===== src/rtl/mem_arb_pkg.sv =====
// Shared types and constants for the two-port memory arbiter.
package mem_arb_pkg;

   localparam int          BMASK_W    = 4;
   localparam int          DATA_W     = 32;
   localparam logic [3:0]  BMASK_FULL = 4'hF;

   typedef enum logic [1:0] {
      ST_IDLE,
      ST_REQ,
      ST_RESP
   } state_t;

   typedef enum logic {
      OWN_IF,
      OWN_LS
   } owner_t;

endpackage


===== src/rtl/mem_port_arbiter_rr_pick2.sv =====
// Two-way picker: lone requester wins; ties go to LS (fixed) or to whoever was not last granted.
module rr_pick2
   import mem_arb_pkg::*;
(
   input  logic [1:0] req,
   input  owner_t     last_owner,
   input  logic       fixed_prio,
   output owner_t     winner,
   output logic       grant_valid
);

   always_comb begin
      grant_valid = |req;
      winner      = OWN_IF;
      if (req == 2'b11) begin
         if (fixed_prio || (last_owner == OWN_IF))
            winner = OWN_LS;
         else
            winner = OWN_IF;
      end else if (req[1]) begin
         winner = OWN_LS;
      end
   end

endmodule


===== src/rtl/mem_port_arbiter.sv =====
// Arbitrates IF and LS requesters onto one single-port memory with a req/ack handshake.
// Optional REQ-state watchdog enabled by defining MEM_ARB_TIMEOUT_EN.
module mem_port_arbiter
   import mem_arb_pkg::*;
#(
   parameter int ADDR_W         = 32,
   parameter bit LS_FIXED_PRIO  = 1'b0,
   parameter int TIMEOUT_CYCLES = 255
) (
   input  logic                i_clk,
   input  logic                i_reset,
   input  logic                i_if_req,
   input  logic [ADDR_W-1:0]   i_if_addr,
   output logic [DATA_W-1:0]   o_if_rdata,
   output logic                o_if_ack,
   input  logic                i_ls_req,
   input  logic                i_ls_we,
   input  logic [ADDR_W-1:0]   i_ls_addr,
   input  logic [DATA_W-1:0]   i_ls_wdata,
   input  logic [BMASK_W-1:0]  i_ls_bmask,
   output logic [DATA_W-1:0]   o_ls_rdata,
   output logic                o_ls_ack,
   output logic                o_mem_req,
   output logic                o_mem_we,
   output logic [ADDR_W-1:0]   o_mem_addr,
   output logic [DATA_W-1:0]   o_mem_wdata,
   output logic [BMASK_W-1:0]  o_mem_bmask,
   input  logic [DATA_W-1:0]   i_mem_rdata,
   input  logic                i_mem_ack,
   output logic                o_err,
   output logic                o_busy
);

   state_t state_q, state_d;
   owner_t owner_q, last_q, pick_owner;
   logic   pick_valid;
   logic   tmo_hit;

   rr_pick2 u_pick (
      .req         ({i_ls_req, i_if_req}),
      .last_owner  (last_q),
      .fixed_prio  (LS_FIXED_PRIO),
      .winner      (pick_owner),
      .grant_valid (pick_valid)
   );

`ifdef MEM_ARB_TIMEOUT_EN
   localparam logic [15:0] TMO_LAST = 16'(TIMEOUT_CYCLES - 1);

   logic [15:0] tmo_cnt_q;
   logic        err_q;

   assign tmo_hit = (state_q == ST_REQ) && (tmo_cnt_q == TMO_LAST);

   // Counter is zero whenever REQ is entered; an ack on the limit cycle wins over the timeout.
   always_ff @(posedge i_clk or posedge i_reset) begin
      if (i_reset) begin
         tmo_cnt_q <= '0;
         err_q     <= 1'b0;
      end else if (state_q != ST_REQ) begin
         tmo_cnt_q <= '0;
         if (state_q == ST_IDLE)
            err_q <= 1'b0;
      end else begin
         if (!i_mem_ack)
            tmo_cnt_q <= tmo_cnt_q + 16'd1;
         err_q <= !i_mem_ack && tmo_hit;
      end
   end

   assign o_err = (state_q == ST_RESP) && err_q;
`else
   logic unused_tmo;
   assign unused_tmo = ^TIMEOUT_CYCLES;
   assign tmo_hit    = 1'b0;
   assign o_err      = 1'b0;
`endif

   always_ff @(posedge i_clk or posedge i_reset) begin
      if (i_reset)
         state_q <= ST_IDLE;
      else
         state_q <= state_d;
   end

   always_comb begin
      state_d = state_q;
      case (state_q)
         ST_IDLE: if (pick_valid) state_d = ST_REQ;
         ST_REQ:  if (i_mem_ack || tmo_hit) state_d = ST_RESP;
         ST_RESP: state_d = ST_IDLE;
         default: state_d = ST_IDLE;
      endcase
   end

   always_comb begin
      o_mem_req = (state_q == ST_REQ);
      o_busy    = (state_q != ST_IDLE);
      o_if_ack  = (state_q == ST_RESP) && (owner_q == OWN_IF);
      o_ls_ack  = (state_q == ST_RESP) && (owner_q == OWN_LS);
   end

   // Payload latched once at grant so the memory sees it stable for the whole REQ phase.
   always_ff @(posedge i_clk or posedge i_reset) begin
      if (i_reset) begin
         owner_q     <= OWN_IF;
         last_q      <= OWN_IF;
         o_mem_we    <= 1'b0;
         o_mem_addr  <= '0;
         o_mem_wdata <= '0;
         o_mem_bmask <= '0;
         o_if_rdata  <= '0;
         o_ls_rdata  <= '0;
      end else begin
         case (state_q)
            ST_IDLE: begin
               if (pick_valid) begin
                  owner_q <= pick_owner;
                  if (pick_owner == OWN_LS) begin
                     o_mem_we    <= i_ls_we;
                     o_mem_addr  <= i_ls_addr;
                     o_mem_wdata <= i_ls_wdata;
                     o_mem_bmask <= i_ls_bmask;
                  end else begin
                     o_mem_we    <= 1'b0;
                     o_mem_addr  <= i_if_addr;
                     o_mem_wdata <= '0;
                     o_mem_bmask <= BMASK_FULL;
                  end
               end
            end
            ST_REQ: begin
               if (i_mem_ack) begin
                  if (owner_q == OWN_LS)
                     o_ls_rdata <= o_mem_we ? '0 : i_mem_rdata;
                  else
                     o_if_rdata <= o_mem_we ? '0 : i_mem_rdata;
               end else if (tmo_hit) begin
                  if (owner_q == OWN_LS)
                     o_ls_rdata <= '0;
                  else
                     o_if_rdata <= '0;
               end
            end
            ST_RESP: last_q <= owner_q;
            default: ;
         endcase
      end
   end

endmodule


===== config.mk =====
export PLATFORM = sky130hd
export DESIGN_NAME = mem_port_arbiter
export DESIGN_NICKNAME = d
export VERILOG_FILES = /design/src/rtl/mem_arb_pkg.sv /design/src/rtl/mem_port_arbiter_rr_pick2.sv /design/src/rtl/mem_port_arbiter.sv
export SDC_FILE = /design/constraint.sdc
export NUM_CORES = 1
export LEC_CHECK = 0
export CAP_MARGIN = 10
export CORE_MARGIN = 1
export CORE_UTILIZATION = 31
export DETAILED_ROUTE_END_ITERATION = 8
export PLACE_DENSITY = 0.68
export SLEW_MARGIN = 20
export SYNTH_ARGS = -nofsm -noshare
export SYNTH_HDL_FRONTEND = slang
export SYNTH_SLANG_ARGS = --single-unit

===== constraint.sdc =====
create_clock -name i_clk -period 4.09 [get_ports i_clk]
set_clock_uncertainty 0.15 [all_clocks]
set_input_delay 0.409 -clock i_clk [delete_from_list [all_inputs] [get_ports i_clk]]
set_output_delay 0.409 -clock i_clk [all_outputs]
set_load 0.05 [all_outputs]

### Word level (Yosys, flattened, before mapping)

Cells that the tools add are included.

| word-level totals | value |
|---|---|
| register bits | 137 |
| output and inout port bits | 138 |
| logic and storage cells | 35 |

| cells by class | value |
|---|---|
| eq/ne operators | 5 |
| multiplexer cells | 11 |
| bitwise gates (word level) | 1 |
| reductions and logical operators | 9 |

Operators by type and width:

| kind | number |
|---|---|
| $mux 32 | 3 |
| $reduce_and 3->1 | 2 |
| $eq 2x2->1 const B | 2 |
| $mux 1 | 4 |
| $mux 2 | 2 |
| $mux 4 | 1 |
| $pmux 2 s2 | 1 |
| $reduce_and 2->1 | 2 |
| $eq 2x1->1 const B | 1 |
| $logic_and 1x1->1 | 2 |
| $logic_not 2->1 | 1 |
| $ne 2x1->1 const B | 1 |
| $ne 2x2->1 const B | 1 |
| $reduce_bool 2->1 | 1 |
| $reduce_or 2->1 | 1 |
| $not 1->1 | 1 |

### Logic depth before layout (Yosys ltp)

Gate-level depths: netlist (run 1).

| logic depth | value |
|---|---|
| depth after elaboration | 3 |
| depth in mapped cells | 5 |

### Modules after synthesis

From an unflattened synthesis (run 1), not the netlist that was laid out.

| unflattened totals | value |
|---|---|
| cells, all modules | 451 |
| area, all modules | 6158.4 um^2 |

Modules (own cells, without submodules):

| module | instances | cells an instance | area each (um^2) | sequential area each (um^2) |
|---|---|---|---|---|
| mem_port_arbiter | 1 | 447 | 6138.4 | 3428.3 |
| rr_pick2 | 1 | 4 | 20.0 | 0.0 |

### Worst setup path after synthesis (run 1)

OpenSTA, ideal clock, no wires.

| path | value |
|---|---|
| path kind | reg2out |
| from | reg state_q[0] |
| to | out o_ls_ack |
| data arrival time | 1.257 ns |
| data required time | 3.531 ns |
| path slack | 2.274 ns |
| cell stages (with the launch flop) | 3 |
| buffers on the path | 0 |
| cell sequence | dfrtp_1 nand2b_1 nor2_1 |

| between the ends | value |
|---|---|
| longest elaborated chain between the ends | 2 |

RTL lines:

| what | line | source |
|---|---|---|
| start: declaration | mem_port_arbiter.sv:34 | `state_t state_q, state_d;` |
| start signal: assignment | mem_port_arbiter.sv:83 | `state_q <= state_d;` |
| $eq 2x2->1 | mem_port_arbiter.sv:100 | `o_ls_ack = (state_q == ST_RESP) && (owner_q == OWN_LS);` |
| $logic_and 1x1->1 | mem_port_arbiter.sv:100 |  |
| end: declaration | mem_port_arbiter.sv:22 | `output logic o_ls_ack,` |

Every way passes these cells.

### Worst setup path in the final report (run 1)

| path | value |
|---|---|
| from | reg state_q[0] |
| to | out o_busy |

| between the ends | value |
|---|---|
| longest elaborated chain between the ends | 1 |

RTL lines:

| what | line | source |
|---|---|---|
| $reduce_bool 2->1 | mem_port_arbiter.sv:98 | `o_busy = (state_q != ST_IDLE);` |
| end: declaration | mem_port_arbiter.sv:31 | `output logic o_busy` |

Every way passes these cells.

==> results of run 1 <==
cell usage after synthesis, drive strengths merged:
cell | number | area, um^2
dfrtp | 137 | 3430
o21ai | 66 | 330
nand2 | 65 | 244
nand2b | 35 | 219
a22o | 33 | 289
a221o | 32 | 320
o21a | 32 | 240
clkbuf | 22 | 82.6
buf | 15 | 104
nor2 | 5 | 21.3
inv | 4 | 15.0
o22a | 4 | 35.0
and3 | 2 | 12.5
a21o | 1 | 7.51
a21oi | 1 | 5.00
and2 | 1 | 6.26
conb | 1 | 3.75
nand3 | 1 | 5.00
nand4b | 1 | 8.76
nand4bb | 1 | 11.3
critical path, cell delays in order (launching register included):
cell,delay (ns)
dfrtp_1,0.43
nor2_2,0.10
inv_2,0.43
clkdlybuf4s50_1,0.92
layout by cell type, fill, tap and decap left out, drive strengths merged:
cell / netlist / routed
bufinv: 0 / 2
clkinvlp: 0 / 6
inv: 4 / 6
o22a: 4 / 4
conb: 1 / 1
nor2: 5 / 5
nand2: 65 / 65
nand4bb: 1 / 1
dfrtp: 137 / 137
nand4b: 1 / 1
and3: 2 / 2
clkbuf: 22 / 18
o21a: 32 / 32
a21oi: 1 / 1
clkdlybuf4s50: 0 / 274
and2: 1 / 1
a22o: 33 / 33
o21ai: 66 / 66
clkinv: 0 / 4
buf: 15 / 8
nand3: 1 / 1
nand2b: 35 / 35
a21o: 1 / 1
a221o: 32 / 32
routing by layer:
| layer | vias up | track usage, % | routed length [um] |
|---|---|---|---|
| li1 | 2168 | - | - |
| met1 | 2241 | 22.5 | 6810 |
| met2 | 204 | 30.1 | 7640 |
| met3 | 21 | 5.74 | 1250 |
| met4 | 0 | 6.25 | 261 |
| met5 | - | 0 | 0 |
registers in the layout, summed over array words and instances, names as in the netlist:
register     count
last_q           1
o_if_rdata      32
o_ls_rdata      32
o_mem_addr      32
o_mem_bmask      4
o_mem_wdata     32
o_mem_we         1
owner_q          1
state_q          2
cells by family (layout without fill, tap and decap cells):
| family | count (synthesis) | in the layout |
|---|---|---|
| other | 1 | 1 |
| AO/OA/AOI/OAI | 169 | 169 |
| AND/OR/NAND/NOR | 111 | 111 |
| flip-flops | 137 | 137 |
| buffers and inverters | 41 | 318 |
area by class of cell:
| class | count | area share, % |
|---|---|---|
| sequential | 137 | 38.5 |
| timing repair buffer | 282 | 31.6 |
| multi-input combinational | 281 | 20.0 |
| clock buffer | 18 | 4.93 |
| tap | 220 | 3.09 |
| clock inverter | 14 | 1.66 |
| inverter | 4 | 0.211 |
stage by stage:
| step | hold slack (ns) | worst slack [ns] | utilization, % | power (mW) |
|---|---|---|---|---|
| after floorplan | 0.313 | 1.82 | - | 5.58 |
| after global placement | 0.312 | 1.56 | 49.6 | 7.23 |
| final | 0.207 | 1.23 | 53.1 | 8.78 |
| after global routing | 0.232 | 1.12 | 53.1 | 9.20 |
| after detailed placement | 0.320 | 1.54 | 49.6 | 7.31 |
| after CTS | 0.205 | 1.19 | 53.1 | 8.87 |
path summary, 6_finish.rpt:
kind,from,endpoint,depth (start not counted)
max,state_q[0]$_DFFE_PP0P_,o_busy,3
min,i_reset,o_mem_addr[15]$_DFFE_PP0P_,2
max reg2reg,owner_q$_DFFE_PP0P_,o_if_rdata[27]$_DFFE_PP0P_,4
min reg2reg,o_if_rdata[11]$_DFFE_PP0P_,o_if_rdata[11]$_DFFE_PP0P_,2
max in group asynchronous,i_reset,o_mem_wdata[23]$_DFFE_PP0P_,3
min in group i_clk,o_if_rdata[11]$_DFFE_PP0P_,o_if_rdata[11]$_DFFE_PP0P_,2
power by group through the flow:
stage	registers, mW	clock network (mW)	logic, mW
finish	2.35	1.51	4.92
global route	2.43	1.61	5.16
CTS	2.35	1.55	4.96
detailed placement	2.36	0	4.96
global placement	2.34	0	4.89
floorplan	4.43	0	1.15
==> results_dict.tcl, run 1 <==
set metrics [dict create \
    max-vdd-ir-drop_mv 0.489 \
    grt_pass1_wl_um 25400 \
    multi_input_area_um2 1780 \
    die-area_um2 17900 \
    ff_latch_area_um2 3430 \
    yosysSeqAreaShare_pct 63.6 \
    path_clk_slew_ns 0.06 \
    yosysWarningCount 0 \
    die_h_um 134 \
    p_clk_share_pct 17.2 \
    cts-root-buf "clkbuf_16" \
    dieWidth_um 134 \
    timing.fmax_ghz 0.350 \
    finalSetupViolations 0 \
    relSlewSlack_pct 48.5 \
    insertion_delay_ns 0.41 \
    dp_hpwl_um 11300 \
    cts_resized 0 \
    crit_type "flop to output port" \
    rsz0062_at_grt "false" \
    antenna_found_initial 0 \
    cts_tree "done" \
    numCtsBuffers 17 \
    grt_max_degree 79 \
    rows 47 \
    grt_use_total_pct 18.2 \
    synth_top_family_by_area "compound AO/OA/AOI/OAI gates" \
    synthDistinctLibCells 25 \
    synth-xor-area-share_pct 0 \
    cts.sinks 137 \
    ioPinCount 276 \
    syn-instance-count 459 \
    synth_adder_area_share_pct 0 \
    drt-total-wl_um 16000 \
    max_slew.worst_pin.slew_ns 0.772 \
    first_pass_iters 4 \
    area_growth_pct 65.2 \
    gp_congestion 0.757 \
    maxCapViolCount 0 \
    cts_setup_buffers 0 \
    swShare_pct 47.5 \
    vias 4634 \
    num-fill-cells 1461 \
    required_ns 3.53 \
    start_kind "flop" \
    internal_power_mw 4.61 \
    cts_max_level 4 \
    finalMaxSlewViolations 0 \
    cts_buffer_depth 2 \
    drcViolationCount 0 \
    wl_per_cell_um 16.7 \
    ys_seq_elements 137 \
    reg2reg_slack_ns 1.99 \
    core_region_area_um2 16800 \
    netlist_area_um2 5390 \
    end_kind "output port" \
    fin_cells 956 \
    synth-simple-area-share_pct 9.80 \
    syn_avg_cell_area_um2 11.7 \
    placedCellCount 924 \
    drive_above_1_share_pct 6.52 \
    drtIter0Drc 197 \
    status "finished, final reports clean" \
    hp-class "input pin to async pin" \
    crit_arrival_ns 2.30 \
    start_util_pct 32.2 \
    worstPathMaxFanout 34 \
    muxShareOfSynthArea_pct 0 \
    cts_hold_buf 0 \
    setup_tns_ns 0 \
    ant_nets 0 \
    p_leak_nw 3.80 \
    p_per_area_nw_per_um2 986 \
    grt_pass1_vias 4869 \
    syn_nets 597 \
    fin_crit_sh_pct 69.8 \
    design_area_um2 8900 \
    pwr-share-seq_pct 26.8 \
    fin_nets 861 \
    combinationalPowerShare_pct 56.0 \
    grt.overflow.total 0 \
    antenna_cells 0 \
    fin_crit_ns 2.86 \
    post_dp_cell_area_um2 8310 \
    synth_compound_area_share_pct 22.8 \
    timing_hold_violations_final 0 \
    io_buffers 274 \
    viasPerCell 4.85 \
    switchingPower_mw 4.17 \
]
(Power assumes the default switching activity.)
==> inputs of run 2 (changes only) <==
==> constraint.sdc (replaced) <==
create_clock -name i_clk -period 2.5 [get_ports i_clk]
set_clock_uncertainty 0.15 [all_clocks]
set_input_delay 0.25 -clock i_clk [delete_from_list [all_inputs] [get_ports i_clk]]
set_output_delay 0.25 -clock i_clk [all_outputs]
set_load 0.05 [all_outputs]
==> run 2 against run 1 <==
- wire length is 1.4% higher
- total power grew 67%
- core utilization is 0.63 points higher
- final cell count rose by 0.10%
- clock-buffer cell count grew 2
- combinational power rose by 64%
- non-clock buffer count increased by 2
- register-to-register slack lost 1.5 ns
- clock power is 77% higher
- die area unchanged
- sequential power increased by 65%
- sequential share of layout area down 0.45 points
==> results_dict.tcl, run 2 (synthesized netlist as in run 1, its figures left out) <==
set metrics [dict create \
    drive_above_1_share_pct 6.78 \
    first_pass_iters 4 \
    cts-root-buf "clkbuf_16" \
    start_util_pct 32.2 \
    rsz0062_at_grt "false" \
    io_buffers 274 \
    area_growth_pct 67.1 \
    ant_nets 0 \
    status "finished, final reports clean" \
    cts_hold_buf 0 \
    finalMaxSlewViolations 0 \
    start_kind "flop" \
    cts_buffer_depth 2 \
    maxCapViolCount 0 \
    cts_tree "done" \
    fin_crit_sh_pct 94.8 \
    drtIter0Drc 161 \
    grt_use_total_pct 18.5 \
    end_kind "output port" \
    numCtsBuffers 17 \
    holdWs_ns 0.163 \
    ioPinCount 276 \
    dieWidth_um 134 \
    fin_nets 863 \
    rows 47 \
    worstPathMaxFanout 5 \
    p_leak_nw 3.88 \
    max_slew.worst_pin.slew_ns 0.732 \
    drt-total-wl_um 16200 \
    p_per_area_nw_per_um2 1620 \
    antenna_cells 0 \
    dp_hpwl_um 11400 \
    crit_arrival_ns 1.97 \
    cts_max_level 4 \
    setup_tns_ns 0 \
    timing_hold_violations_final 0 \
    viasPerCell 4.88 \
    fin_util_pct 53.7 \
    final_common_cell "clkdlybuf4s50_1" \
    wl_per_cell_um 16.9 \
    timing.fmax_ghz 0.422 \
    die_h_um 134 \
    required_ns 2.10 \
    grt_max_degree 78 \
    path_clk_slew_ns 0.06 \
    grt.overflow.total 0 \
    grt_pass1_vias 4841 \
    cts.sinks 137 \
    fin_crit_ns 2.37 \
    vias 4673 \
    drcViolationCount 0 \
    num-fill-cells 1430 \
    core_region_area_um2 16800 \
    insertion_delay_ns 0.41 \
    grt_pass1_wl_um 25400 \
    gp_congestion 0.759 \
    crit_type "flop to output port" \
    finalSetupViolations 0 \
    antenna_found_initial 0 \
    hp-class "input pin to async pin" \
    power.total_mw 14.6 \
    max-vdd-ir-drop_mv 0.881 \
    layout_common_cells "clkdlybuf4s50_1, dfrtp_1, nand2_1, o21ai_0, nand2b_1" \
    relSlewSlack_pct 51.2 \
    die-area_um2 17900 \
]
==> run 2: cell types whose count changed in the layout (fill, tap and decap cells not counted), moves of 2 or more <==
cell / previous run / this run
buf_12: 1 / 5
bufinv_16: 2 / 4
clkbuf_8: 1 / 3
clkdlybuf4s50_1: 274 / 271
inv_6: 3 / 1
==> run 2: final cells by class <==
class / instances / area, um^2 / share of cell area (%)
inverters: 4 / 18.8 / 0.208
clock inverters: 11 / 169 / 1.88
multi-input cells: 281 / 1770 / 19.7
well taps: 220 / 275 / 3.06
clock buffers: 20 / 467 / 5.18
flip-flops and latches: 137 / 3430 / 38.1
repair buffers: 284 / 2880 / 31.9
==> run 2: where the power goes <==
part | internal (mW) | leakage, nW | switching (mW) | total (mW)
logic | 2.84 | 1.85 | 5.24 | 8.07
registers | 3.24 | 1.73 | 0.634 | 3.88
clock network | 1.74 | 0.301 | 0.933 | 2.68
==> run 2: what timing repair did <==
item / CTS / global route
setup buffers: 0 / 0
gates resized for setup: 0 / 1
endpoints found under the setup margin: 0 / 1
==> run 2: final timing paths <==
path	cells after the start	endpoint	startpoint	slack, ns
min in group i_clk	3	o_if_rdata[11]$_DFFE_PP0P_	i_mem_rdata[11]	0.28
worst max register to register	4	o_mem_wdata[25]$_DFFE_PP0P_	state_q[0]$_DFFE_PP0P_	0.46
worst min register to register	2	o_if_rdata[15]$_DFFE_PP0P_	o_if_rdata[15]$_DFFE_PP0P_	0.33
max in group asynchronous	3	o_mem_wdata[10]$_DFFE_PP0P_	i_reset	1.67
worst min-delay path	3	o_mem_bmask[3]$_DFFE_PP0P_	i_reset	0.16
worst max-delay path	3	o_if_ack	state_q[0]$_DFFE_PP0P_	0.13
==> run 2: layer usage <==
layer / vias up / part of all wire, % / routed length [um] / GRT usage (%)
met5: - / 0 / 0 / 0
met1: 2271 / 41 / 6560 / 21.5
met2: 221 / 50 / 8100 / 32.0
li1: 2167 / - / - / -
met3: 14 / 8.0 / 1300 / 5.82
met4: 0 / 1.4 / 219 / 6.50
==> run 2: through the flow <==
stage          cells  worst slack, ns  area [um^2]
2_1_floorplan    459            0.393         5390
3_3_place_gp     926            0.341         8370
3_5_place_dp     926            0.288         8370
4_1_cts          957           0.0573         9000
5_1_grt          957           0.0189         9010
6_report         957            0.130         9010
==> run 2: worst max-delay path, cell delays in order (launching register included) <==
cell and delay (ns):
dfrtp_1 0.43, nand2b_1 0.20, nor2_1 0.10, clkdlybuf4s50_1 0.82
==> inputs of run 3 (changes only) <==
--- a/config.mk
+++ b/config.mk
@@ -10,7 +10,7 @@
 export CORE_UTILIZATION = 31
 export DETAILED_ROUTE_END_ITERATION = 8
 export PLACE_DENSITY = 0.68
-export SLEW_MARGIN = 20
+export SLEW_MARGIN = 15
 export SYNTH_ARGS = -nofsm -noshare
 export SYNTH_HDL_FRONTEND = slang
 export SYNTH_SLANG_ARGS = --single-unit
==> results of run 3 <==
Final layout, timing and power as in run 2 (identical DEF).
